**src/rtl/wb_stage.sv**
```systemverilog
// Write-back stage of a 5-stage MIPS pipeline. It classifies the retiring instruction,
// waits for load data with a timeout, and issues one labelled register-file write.
module wb_stage #(
  parameter int LINK_OFFSET = 8,
  parameter int LD_TIMEOUT  = 15,
  parameter bit KEEP_R0     = 1'b1
) (
  input  logic        clk,
  input  logic        rst_n,
  input  logic        in_valid,
  output logic        in_ready,
  input  logic [31:0] instr,
  input  logic [31:0] pc,
  input  logic [31:0] alu_res,
  input  logic [1:0]  addr_lo,
  input  logic        label_in,
  input  logic        ld_valid,
  input  logic [31:0] ld_data,
  input  logic        ld_label,
  output logic        rf_we,
  output logic [4:0]  rf_waddr,
  output logic [31:0] rf_wdata,
  output logic        rf_wlabel,
  output logic [2:0]  wb_sel,
  output logic        ld_err
);

  localparam logic [2:0]  SEL_ALU    = 3'b001;
  localparam logic [2:0]  SEL_LOAD   = 3'b010;
  localparam logic [2:0]  SEL_LINK   = 3'b100;
  localparam logic [5:0]  OP_SPECIAL = 6'h00;
  localparam logic [5:0]  OP_REGIMM  = 6'h01;
  localparam logic [5:0]  OP_JAL     = 6'h03;
  localparam logic [5:0]  OP_LB      = 6'h20;
  localparam logic [5:0]  OP_LH      = 6'h21;
  localparam logic [5:0]  OP_LW      = 6'h23;
  localparam logic [5:0]  OP_LBU     = 6'h24;
  localparam logic [5:0]  OP_LHU     = 6'h25;
  localparam logic [5:0]  FN_JALR    = 6'h09;
  localparam logic [4:0]  RT_BLTZAL  = 5'h10;
  localparam logic [4:0]  RT_BGEZAL  = 5'h11;
  localparam logic [7:0]  CNT_LAST   = 8'(LD_TIMEOUT - 1);
  localparam logic [31:0] LINK_OFF   = 32'(LINK_OFFSET);

  typedef enum logic [1:0] {IDLE, WAIT, WRITE} state_t;
  typedef enum logic [2:0] {CL_NONE, CL_LOAD, CL_LINK, CL_ALUR, CL_ALUI} cls_t;

  function automatic cls_t classify(input logic [31:0] ins);
    logic [5:0] op;
    op = ins[31:26];
    if (op inside {OP_LB, OP_LH, OP_LW, OP_LBU, OP_LHU}) return CL_LOAD;
    if (op == OP_JAL) return CL_LINK;
    if (op == OP_SPECIAL) return (ins[5:0] == FN_JALR) ? CL_LINK : CL_ALUR;
    if (op == OP_REGIMM && (ins[20:16] == RT_BLTZAL || ins[20:16] == RT_BGEZAL)) return CL_LINK;
    if (op[5:3] == 3'b001) return CL_ALUI;
    return CL_NONE;
  endfunction

  function automatic logic [4:0] dest(input logic [31:0] ins, input cls_t cls);
    if (ins[31:26] == OP_SPECIAL) return ins[15:11];
    if (cls == CL_LINK) return 5'd31;
    return ins[20:16];
  endfunction

  // Big-endian lanes: byte 0 is the most significant byte of the cache word.
  function automatic logic [31:0] load_extract(input logic [5:0] op, input logic [1:0] lo,
                                               input logic [31:0] w);
    logic [7:0]  b;
    logic [15:0] h;
    case (lo)
      2'd0:    b = w[31:24];
      2'd1:    b = w[23:16];
      2'd2:    b = w[15:8];
      default: b = w[7:0];
    endcase
    h = lo[1] ? w[15:0] : w[31:16];
    case (op)
      OP_LB:   return {{24{b[7]}}, b};
      OP_LBU:  return {24'd0, b};
      OP_LH:   return {{16{h[15]}}, h};
      OP_LHU:  return {16'd0, h};
      default: return w;
    endcase
  endfunction

  function automatic logic wr_allowed(input logic [4:0] a);
    return !(KEEP_R0 && a == 5'd0);
  endfunction

  state_t      state_q;
  logic [7:0]  cnt_q;
  logic [5:0]  op_q;
  logic [1:0]  lo_q;
  logic [4:0]  dst_q;
  logic        lbl_q;
  logic        rf_we_q, rf_wlabel_q, ld_err_q;
  logic [4:0]  rf_waddr_q;
  logic [31:0] rf_wdata_q;
  logic [2:0]  wb_sel_q;
  logic        accept;
  cls_t        cls_d;
  logic [4:0]  dst_d;

  assign in_ready = (state_q != WAIT);
  assign accept   = in_valid && in_ready;
  assign cls_d    = classify(instr);
  assign dst_d    = dest(instr, cls_d);

  // Load context only; needs no reset because it is consumed only after an acceptance.
  always_ff @(posedge clk) begin
    if (accept) begin
      op_q  <= instr[31:26];
      lo_q  <= addr_lo;
      dst_q <= dst_d;
      lbl_q <= label_in;
    end
  end

  always_ff @(posedge clk or negedge rst_n) begin
    if (!rst_n) begin
      state_q     <= IDLE;
      cnt_q       <= '0;
      rf_we_q     <= 1'b0;
      rf_waddr_q  <= '0;
      rf_wdata_q  <= '0;
      rf_wlabel_q <= 1'b0;
      wb_sel_q    <= SEL_ALU;
      ld_err_q    <= 1'b0;
    end else begin
      rf_we_q  <= 1'b0;
      ld_err_q <= 1'b0;
      case (state_q)
        WAIT: begin
          if (ld_valid) begin
            state_q     <= WRITE;
            rf_we_q     <= wr_allowed(dst_q);
            rf_waddr_q  <= dst_q;
            rf_wdata_q  <= load_extract(op_q, lo_q, ld_data);
            rf_wlabel_q <= lbl_q | ld_label;
            wb_sel_q    <= SEL_LOAD;
          end else if (cnt_q == CNT_LAST) begin
            cnt_q    <= cnt_q + 8'd1;
            ld_err_q <= 1'b1;
            state_q  <= IDLE;
          end else begin
            cnt_q <= cnt_q + 8'd1;
          end
        end
        default: begin
          if (accept) begin
            if (cls_d == CL_LOAD) begin
              state_q <= WAIT;
              cnt_q   <= '0;
            end else begin
              state_q     <= WRITE;
              rf_we_q     <= (cls_d != CL_NONE) && wr_allowed(dst_d);
              rf_waddr_q  <= dst_d;
              rf_wdata_q  <= (cls_d == CL_LINK) ? pc + LINK_OFF : alu_res;
              rf_wlabel_q <= label_in;
              wb_sel_q    <= (cls_d == CL_LINK) ? SEL_LINK : SEL_ALU;
            end
          end else begin
            state_q <= IDLE;
          end
        end
      endcase
    end
  end

  assign rf_we     = rf_we_q;
  assign rf_waddr  = rf_waddr_q;
  assign rf_wdata  = rf_wdata_q;
  assign rf_wlabel = rf_wlabel_q;
  assign wb_sel    = wb_sel_q;
  assign ld_err    = ld_err_q;

endmodule

```
**config.mk**
```make
export PLATFORM = sky130hd
export DESIGN_NAME = wb_stage
export DESIGN_NICKNAME = d
export VERILOG_FILES = /design/src/rtl/wb_stage.sv
export SDC_FILE = /design/constraint.sdc
export NUM_CORES = 1
export LEC_CHECK = 0
export ABC_AREA = 0
export BUFFER_PORTS_ARGS = -buffer_cell sky130_fd_sc_hd__buf_2
export CAP_MARGIN = 25
export CORE_MARGIN = 4
export CORE_UTILIZATION = 54
export DETAILED_ROUTE_END_ITERATION = 6
export GPL_TIMING_DRIVEN = 0
export PLACE_DENSITY_LB_ADDON = 0.25
export REMOVE_ABC_BUFFERS = 1
export SYNTH_ARGS = -nofsm -noshare
export SYNTH_HDL_FRONTEND = slang
export SYNTH_SLANG_ARGS = --single-unit
```
**constraint.sdc**
```tcl
create_clock -name clk -period 6 [get_ports clk]
set_input_delay 1.2 -clock clk [delete_from_list [all_inputs] [get_ports clk]]
set_output_delay 1.2 -clock clk [all_outputs]
set_load 0.02 [all_outputs]
```
==> metrics.yaml, run 1 <==
fmax_mhz: 254
syn_avg_cell_area_um2: 8.39
synth_edf_count: 14
synth_area_leaders: "dfrtp_1 27%, edfxtp_1 8.8%, a21oi_1 5.4%, nand2_1 5.2%, o21ai_0 4.7%"
ys_warn_count: 0
synthArstFlopShare_pct: 79.1
start_util_pct: 56.8
grt_max_degree: 34
diodes: 0
vias: 5348
drt_iter0_drc: 596
clk_pin_slew_ns: 0.08
cp-end-kind: "register"
power_leakage_nw: 2.54
grt_pass1_wl_um: 26700
die_h_um: 102
status: "completed"
finalCriticalPeriod_ns: 3.94
clock_sinks: 67
maxCapViolCount: 0
io_pins: 180
p_per_area_nw_per_um2: 205
ys.flop_type: "dfrtp_1"
grt_overflow: 0
post_cts.repair.setup_buffers: 0
final-setup-viol-count: 0
fill_cells: 704
cts_max_level: 3
maxSlewHeadroom_pct: 34.5
final_nets: 853
drc: 0
hold_class: "register to register"
ys_top_cells_by_count: "66 x nand2_1, 52 x dfrtp_1, 51 x a21oi_1"
utilization_pct: 70.2
drv_slew: 0
core_area_um2: 8380
place.gp.congestion: 0.937
cts_inserted_buffers: 9
cts_tree: "yes"
worst-setup-path-type: "primary input to register"
peakVddDrop_mv: 0.122
drt-vias-per-instance: 6.49
io_buffers: 169
netlist.area_leader.share_pct: 27.4
rsz0062_at_grt: "no"
ys_seq_elements: 67
syn_area_um2: 4760
period_share_pct: 65.7
cts_buffer_depth: 2
cp_cell_sequence: "buf_2 > or4_1 > a21oi_2 > nand2_1 > nor3_1 > o211ai_1"
crit_path_max_fanout: 17
area_growth_pct: 23.7
rows: 33
cts_hold_buf: 0
cts-resized-gates: 0
dieArea_um2: 10400
fin_area_um2: 5890
placed_cell_area_um2: 5700
drive_gt1_share_pct: 29.1
synth_most_common_cell: "nand2_1"
clock_latency_ns: 0.34
grt_pass1_vias: 5379
die_x_um: 102
clock_skew_ns: 0.0167
seq_area_frac_synth_pct: 36.7
hold_viol: 0
worstPathArrival_ns: 4.14
crit_required_ns: 6.20
startpoint_type: "primary input"
root_buffer: "clkbuf_8"
synth_cells: 567
route.detailed.wl_per_inst_um: 20.4
synth_top_area_cell: "dfrtp_1"
drt_pass1_iterations: 5
slowest_stage: "nand2_1"
synthDistinctLibCells: 58
postRouteAntennaNets: 0
drt_wl_total_um: 16800
grt_antenna_before_repair: 1
worst_path_largest_cell_delay_ns: 0.73
setup_tns_ns: 0
post-dp-hpwl_um: 12500
worstMarginPinSlew_ns: 0.981
grt_use_total_pct: 32.7
[state kept, by name, indices dropped and copies added, names as in the netlist]
register / cells
op_q: 6
state_q: 2
rf_waddr: 5
rf_wdata: 32
lo_q: 2
rf_we: 1
cnt_q: 8
lbl_q: 1
ld_err: 1
dst_q: 5
wb_sel: 3
rf_wlabel: 1
[power breakdown]
group	internal (W)	switching [W]	total [W]
sequential	0.000510	0.0000341	0.000544
clock	0.000160	0.000187	0.000347
combinational	0.000125	0.000188	0.000312
total	0.000795	0.000409	0.00120
[cell usage in the layout (no fill, tap or decap), types with 14 or more instances in the layout]
master    instances
a21oi_1          50
buf_2           169
dfrtp_1          52
edfxtp_1         14
nand2_1          66
nand3_1          26
nor2_1           21
nor3_1           18
o21ai_0          45
xnor2_1          19
[per-stage QoR]
step                      power [W]  std cells  hold WS (ns)  setup slack, ns
after detailed placement   0.000859        807         0.459             1.83
after CTS                   0.00120        823         0.486             2.21
after global routing        0.00125        824         0.502             1.98
after global placement     0.000842        801         0.459           -0.479
after floorplan            0.000706        527         0.482             1.92
final                       0.00120        824         0.486             2.06
[worst paths after layout]
check / from / endpoint / slack (ns) / cells past startpoint
max: instr[29] / rf_wdata[21]$_DFFE_PN0P_ / 2.06 / 6
min: wb_sel[1]$_DFFE_PN0P_ / wb_sel[1]$_DFFE_PN0P_ / 0.49 / 2
max reg2reg: state_q[1]$_DFFE_PN0P_ / rf_wdata[13]$_DFFE_PN0P_ / 2.24 / 9
min reg2reg: wb_sel[1]$_DFFE_PN0P_ / wb_sel[1]$_DFFE_PN0P_ / 0.49 / 2
max in group asynchronous: rst_n / rf_waddr[3]$_DFFE_PN0P_ / 4.52 / 2
min in group asynchronous: rst_n / rf_waddr[4]$_DFFE_PN0P_ / 0.88 / 1
[cells by family after synthesis]
logic type      after synthesis  synth area share (%)
compound gates              200                  27.8
xor+xnor                     23                  4.23
fa+ha+maj                     3                 0.789
buf+inv                      54                  4.47
flops                        67                  36.7
mux                          14                  3.42
simple gates                206                  22.5
[per-layer routing]
layer | vias up | GRT usage, % | part of all wire [%]
li1 | 2447 | - | -
met1 | 2512 | 41.9 | 39
met2 | 335 | 53.9 | 48
met3 | 52 | 7.24 | 10
met4 | 2 | 13.3 | 3.1
met5 | - | 0 | 0.071
[worst max-delay path, delay by kind of cell]
kind                   cells  cell delay (ns)
AOI/OAI and AO/OA          2             0.87
and+or+nand+nor            3             1.93
buffers and inverters      1             0.13
[final cells by class]
cell class                 count  area (um^2)  area share, %
multi-input combinational    446         2810           47.8
sequential                    67         1750           29.7
timing repair buffer         176          970           16.5
clock buffer                  11          141           2.40
tap                          105          131           2.23
inverter                      14         52.6          0.893
clock inverter                 5         30.0          0.510
Note: power is estimated with default switching activity, not from simulation.
==> run 2: changes to the inputs <==
--- a/config.mk
+++ b/config.mk
@@ -9,7 +9,7 @@
 export BUFFER_PORTS_ARGS = -buffer_cell sky130_fd_sc_hd__buf_2
 export CAP_MARGIN = 25
 export CORE_MARGIN = 4
-export CORE_UTILIZATION = 54
+export CORE_UTILIZATION = 50
 export DETAILED_ROUTE_END_ITERATION = 6
 export GPL_TIMING_DRIVEN = 0
 export PLACE_DENSITY_LB_ADDON = 0.25
==> constraint.sdc (replaced) <==
create_clock -name clk -period 3.9 [get_ports clk]
set_input_delay 0.78 -clock clk [delete_from_list [all_inputs] [get_ports clk]]
set_output_delay 0.78 -clock clk [all_outputs]
set_load 0.02 [all_outputs]
==> run 2 against run 1 <==
Against the previous run: worst setup slack worse by 1.8 ns; combinational power up 55%; clock-buffer cell count up 1; via count down 0.49%; total power up 60%; cell area up 1.4%; first-iteration DRC count down 12%; final cell count up 2.9%; worst hold slack worse by 0.030 ns; die area up 7.4%; critical path type is now register to register; critical endpoint is now rf_wdata[13]$_DFFE_PN0P_.
==> metrics.yaml, run 2 (synthesis results as in run 1) <==
die_h_um: 106  # +3.6%
clock_latency_ns: 0.35  # about the same
multi_input_area_um2: 2810  # unchanged
p_comb_share_pct: 25.0  # -0.9 points
crit_required_ns: 4.13  # -2.07 ns
largest_reg_flops: 32  # unchanged
peakVddDrop_mv: 0.149  # +22%
clock_skew_ns: 0.00938  # -0.00730 ns
drt-vias-per-instance: 6.28  # -3.3%
dieArea_um2: 11100  # +7.4%
setup_tns_ns: 0  # unchanged
drt_wl_total_um: 16400  # -2.3%
cts_max_level: 3  # unchanged
netSwitchingPower_w: 0.000627  # +53%
grt_use_total_pct: 29.1  # -3.6 points
p_int_w: 0.00130  # +64%
grt_overflow: 0  # unchanged
grt_antenna_before_repair: 0  # -1
postRouteAntennaNets: 0  # unchanged
crit_path_max_fanout: 22  # +5
drv_slew: 0  # unchanged
die_x_um: 106  # +3.6%
root_buffer: "clkbuf_8"
cts_buffer_depth: 2  # unchanged
hold_class: "primary input to async pin"
pwr-share-seq_pct: 43.2  # -2.0 points
drt_iter0_drc: 526  # -12%
finalCriticalPeriod_ns: 3.68
maxCapViolCount: 0  # unchanged
final_cell_mix: "169 x buf_2, 66 x nand2_1, 52 x dfrtp_1, 50 x a21oi_1, 45 x o21ai_0"
startpoint_type: "register"
period_share_pct: 94.3
placed_cell_area_um2: 5730  # +0.46%
route.detailed.wl_per_inst_um: 19.4  # -5.0%
rsz0062_at_grt: "no"
layout.cells.non_filler: 848  # +2.9%
fin_area_um2: 5970  # +1.4%
clk_pin_slew_ns: 0.08  # about the same
grt_pass1_wl_um: 25700  # -3.8%
io_buffers: 169  # unchanged
clock_sinks: 67  # unchanged
power_frac_clock_pct: 31.8  # +3.0 points
seq_area_um2: 1750  # unchanged
worstPathArrival_ns: 3.91  # -0.23 ns
cts_inserted_buffers: 9  # unchanged
swShare_pct: 32.5  # -1.5 points
dp.cells: 831  # +3.0%
post_cts.repair.setup_buffers: 0  # unchanged
fmax_mhz: 272
mostFrequentLayoutCell: "buf_2"
post-dp-hpwl_um: 12300  # -1.3%
area_growth_pct: 25.5
drive_gt1_share_pct: 29.2  # +0.14 points
fin_hold_ws_ns: 0.455  # -0.0304 ns
cp-end-kind: "register"
core_area_um2: 9240  # +10%
grt_max_degree: 34  # unchanged
grt_pass1_vias: 5064  # -5.9%
drt_pass1_iterations: 5  # unchanged
diodes: 0  # unchanged
start_util_pct: 51.5  # -5.3 points
power_w: 0.00193  # +60%
cts-resized-gates: 0  # unchanged
vias: 5322  # -0.49%
worst-setup-path-type: "register to register"
cts_hold_buf: 0  # unchanged
fill_cells: 841  # +19%
io_pins: 180  # unchanged
status: "completed"
rows: 35  # +6.1%
cts_tree: "yes"
p_per_area_nw_per_um2: 323  # +58%
hold_viol: 0  # unchanged
final-setup-viol-count: 0  # unchanged
power_leakage_nw: 2.57  # +0.95%
maxSlewHeadroom_pct: 35.3  # +0.75 points
final_nets: 853  # unchanged
drc: 0  # unchanged
worstMarginPinSlew_ns: 0.971  # -0.0102 ns
place.gp.congestion: 0.921  # -1.7%
[run 2: changes by cell type in the layout (fill, tap and decap cells not counted)]
cell	previous run	this run
buf_4	1	2
clkinv_4	0	1
buf_8	2	1
buf_16	2	3
clkinv_2	3	1
buf_6	1	0
clkbuf_16	0	2
clkbuf_1	1	0
[run 2: cell type report]
type	instances	share of cell area [%]
clock buffer	12	3.14
tap	129	2.70
multi-input combinational	446	47.1
timing repair buffer	176	16.4
inverter	14	0.880
sequential	67	29.3
clock inverter	4	0.482
[run 2: path summary, 6_finish.rpt]
| path | startpoint | end | slack (ns) | depth (start not counted) |
|---|---|---|---|---|
| worst max-delay path | state_q[1]$_DFFE_PN0P_ | rf_wdata[13]$_DFFE_PN0P_ | 0.22 | 9 |
| max in group asynchronous | rst_n | rf_wdata[20]$_DFFE_PN0P_ | 2.86 | 2 |
| min in group clk | rf_wdata[1]$_DFFE_PN0P_ | rf_wdata[1]$_DFFE_PN0P_ | 0.48 | 2 |
| worst min-delay path | rst_n | rf_waddr[0]$_DFFE_PN0P_ | 0.46 | 1 |
| worst max register to register | state_q[1]$_DFFE_PN0P_ | rf_wdata[13]$_DFFE_PN0P_ | 0.22 | 9 |
| worst min register to register | rf_wdata[1]$_DFFE_PN0P_ | rf_wdata[1]$_DFFE_PN0P_ | 0.48 | 2 |
[run 2: metrics by stage]
| stage | utilization (%) | setup WS, ns |
|---|---|---|
| after global placement | 60.7 | -2.41 |
| after CTS | 64.3 | 0.299 |
| final | 64.6 | 0.223 |
| after global routing | 64.6 | 0.0180 |
| after floorplan | - | -0.182 |
| after detailed placement | 62.0 | 0.144 |
[run 2: power groups by stage]
stage          Clock (W)  Combinational, W  Sequential [W]
4_1_cts         0.000617          0.000471        0.000837
5_1_grt         0.000655          0.000523        0.000843
3_5_place_dp           0          0.000469        0.000849
3_3_place_gp           0          0.000446        0.000848
2_1_floorplan          0          0.000177        0.000909
6_report        0.000614          0.000483        0.000834
[run 2: layer usage]
layer / track usage [%] / vias up / wire length (um)
met5: 0 / - / 0
met4: 10.4 / 0 / 479
li1: - / 2451 / -
met3: 6.31 / 40 / 1560
met2: 47.6 / 292 / 7710
met1: 38.1 / 2539 / 6670
[run 2: worst max-delay path: stages (launching register included)]
cell,delay (ns)
dfrtp_1,0.39
nor2b_1,0.50
buf_4,0.29
inv_1,0.29
nand2_1,0.40
inv_1,0.41
a21oi_4,0.67
buf_16,0.24
nor4_1,0.10
a221o_1,0.27
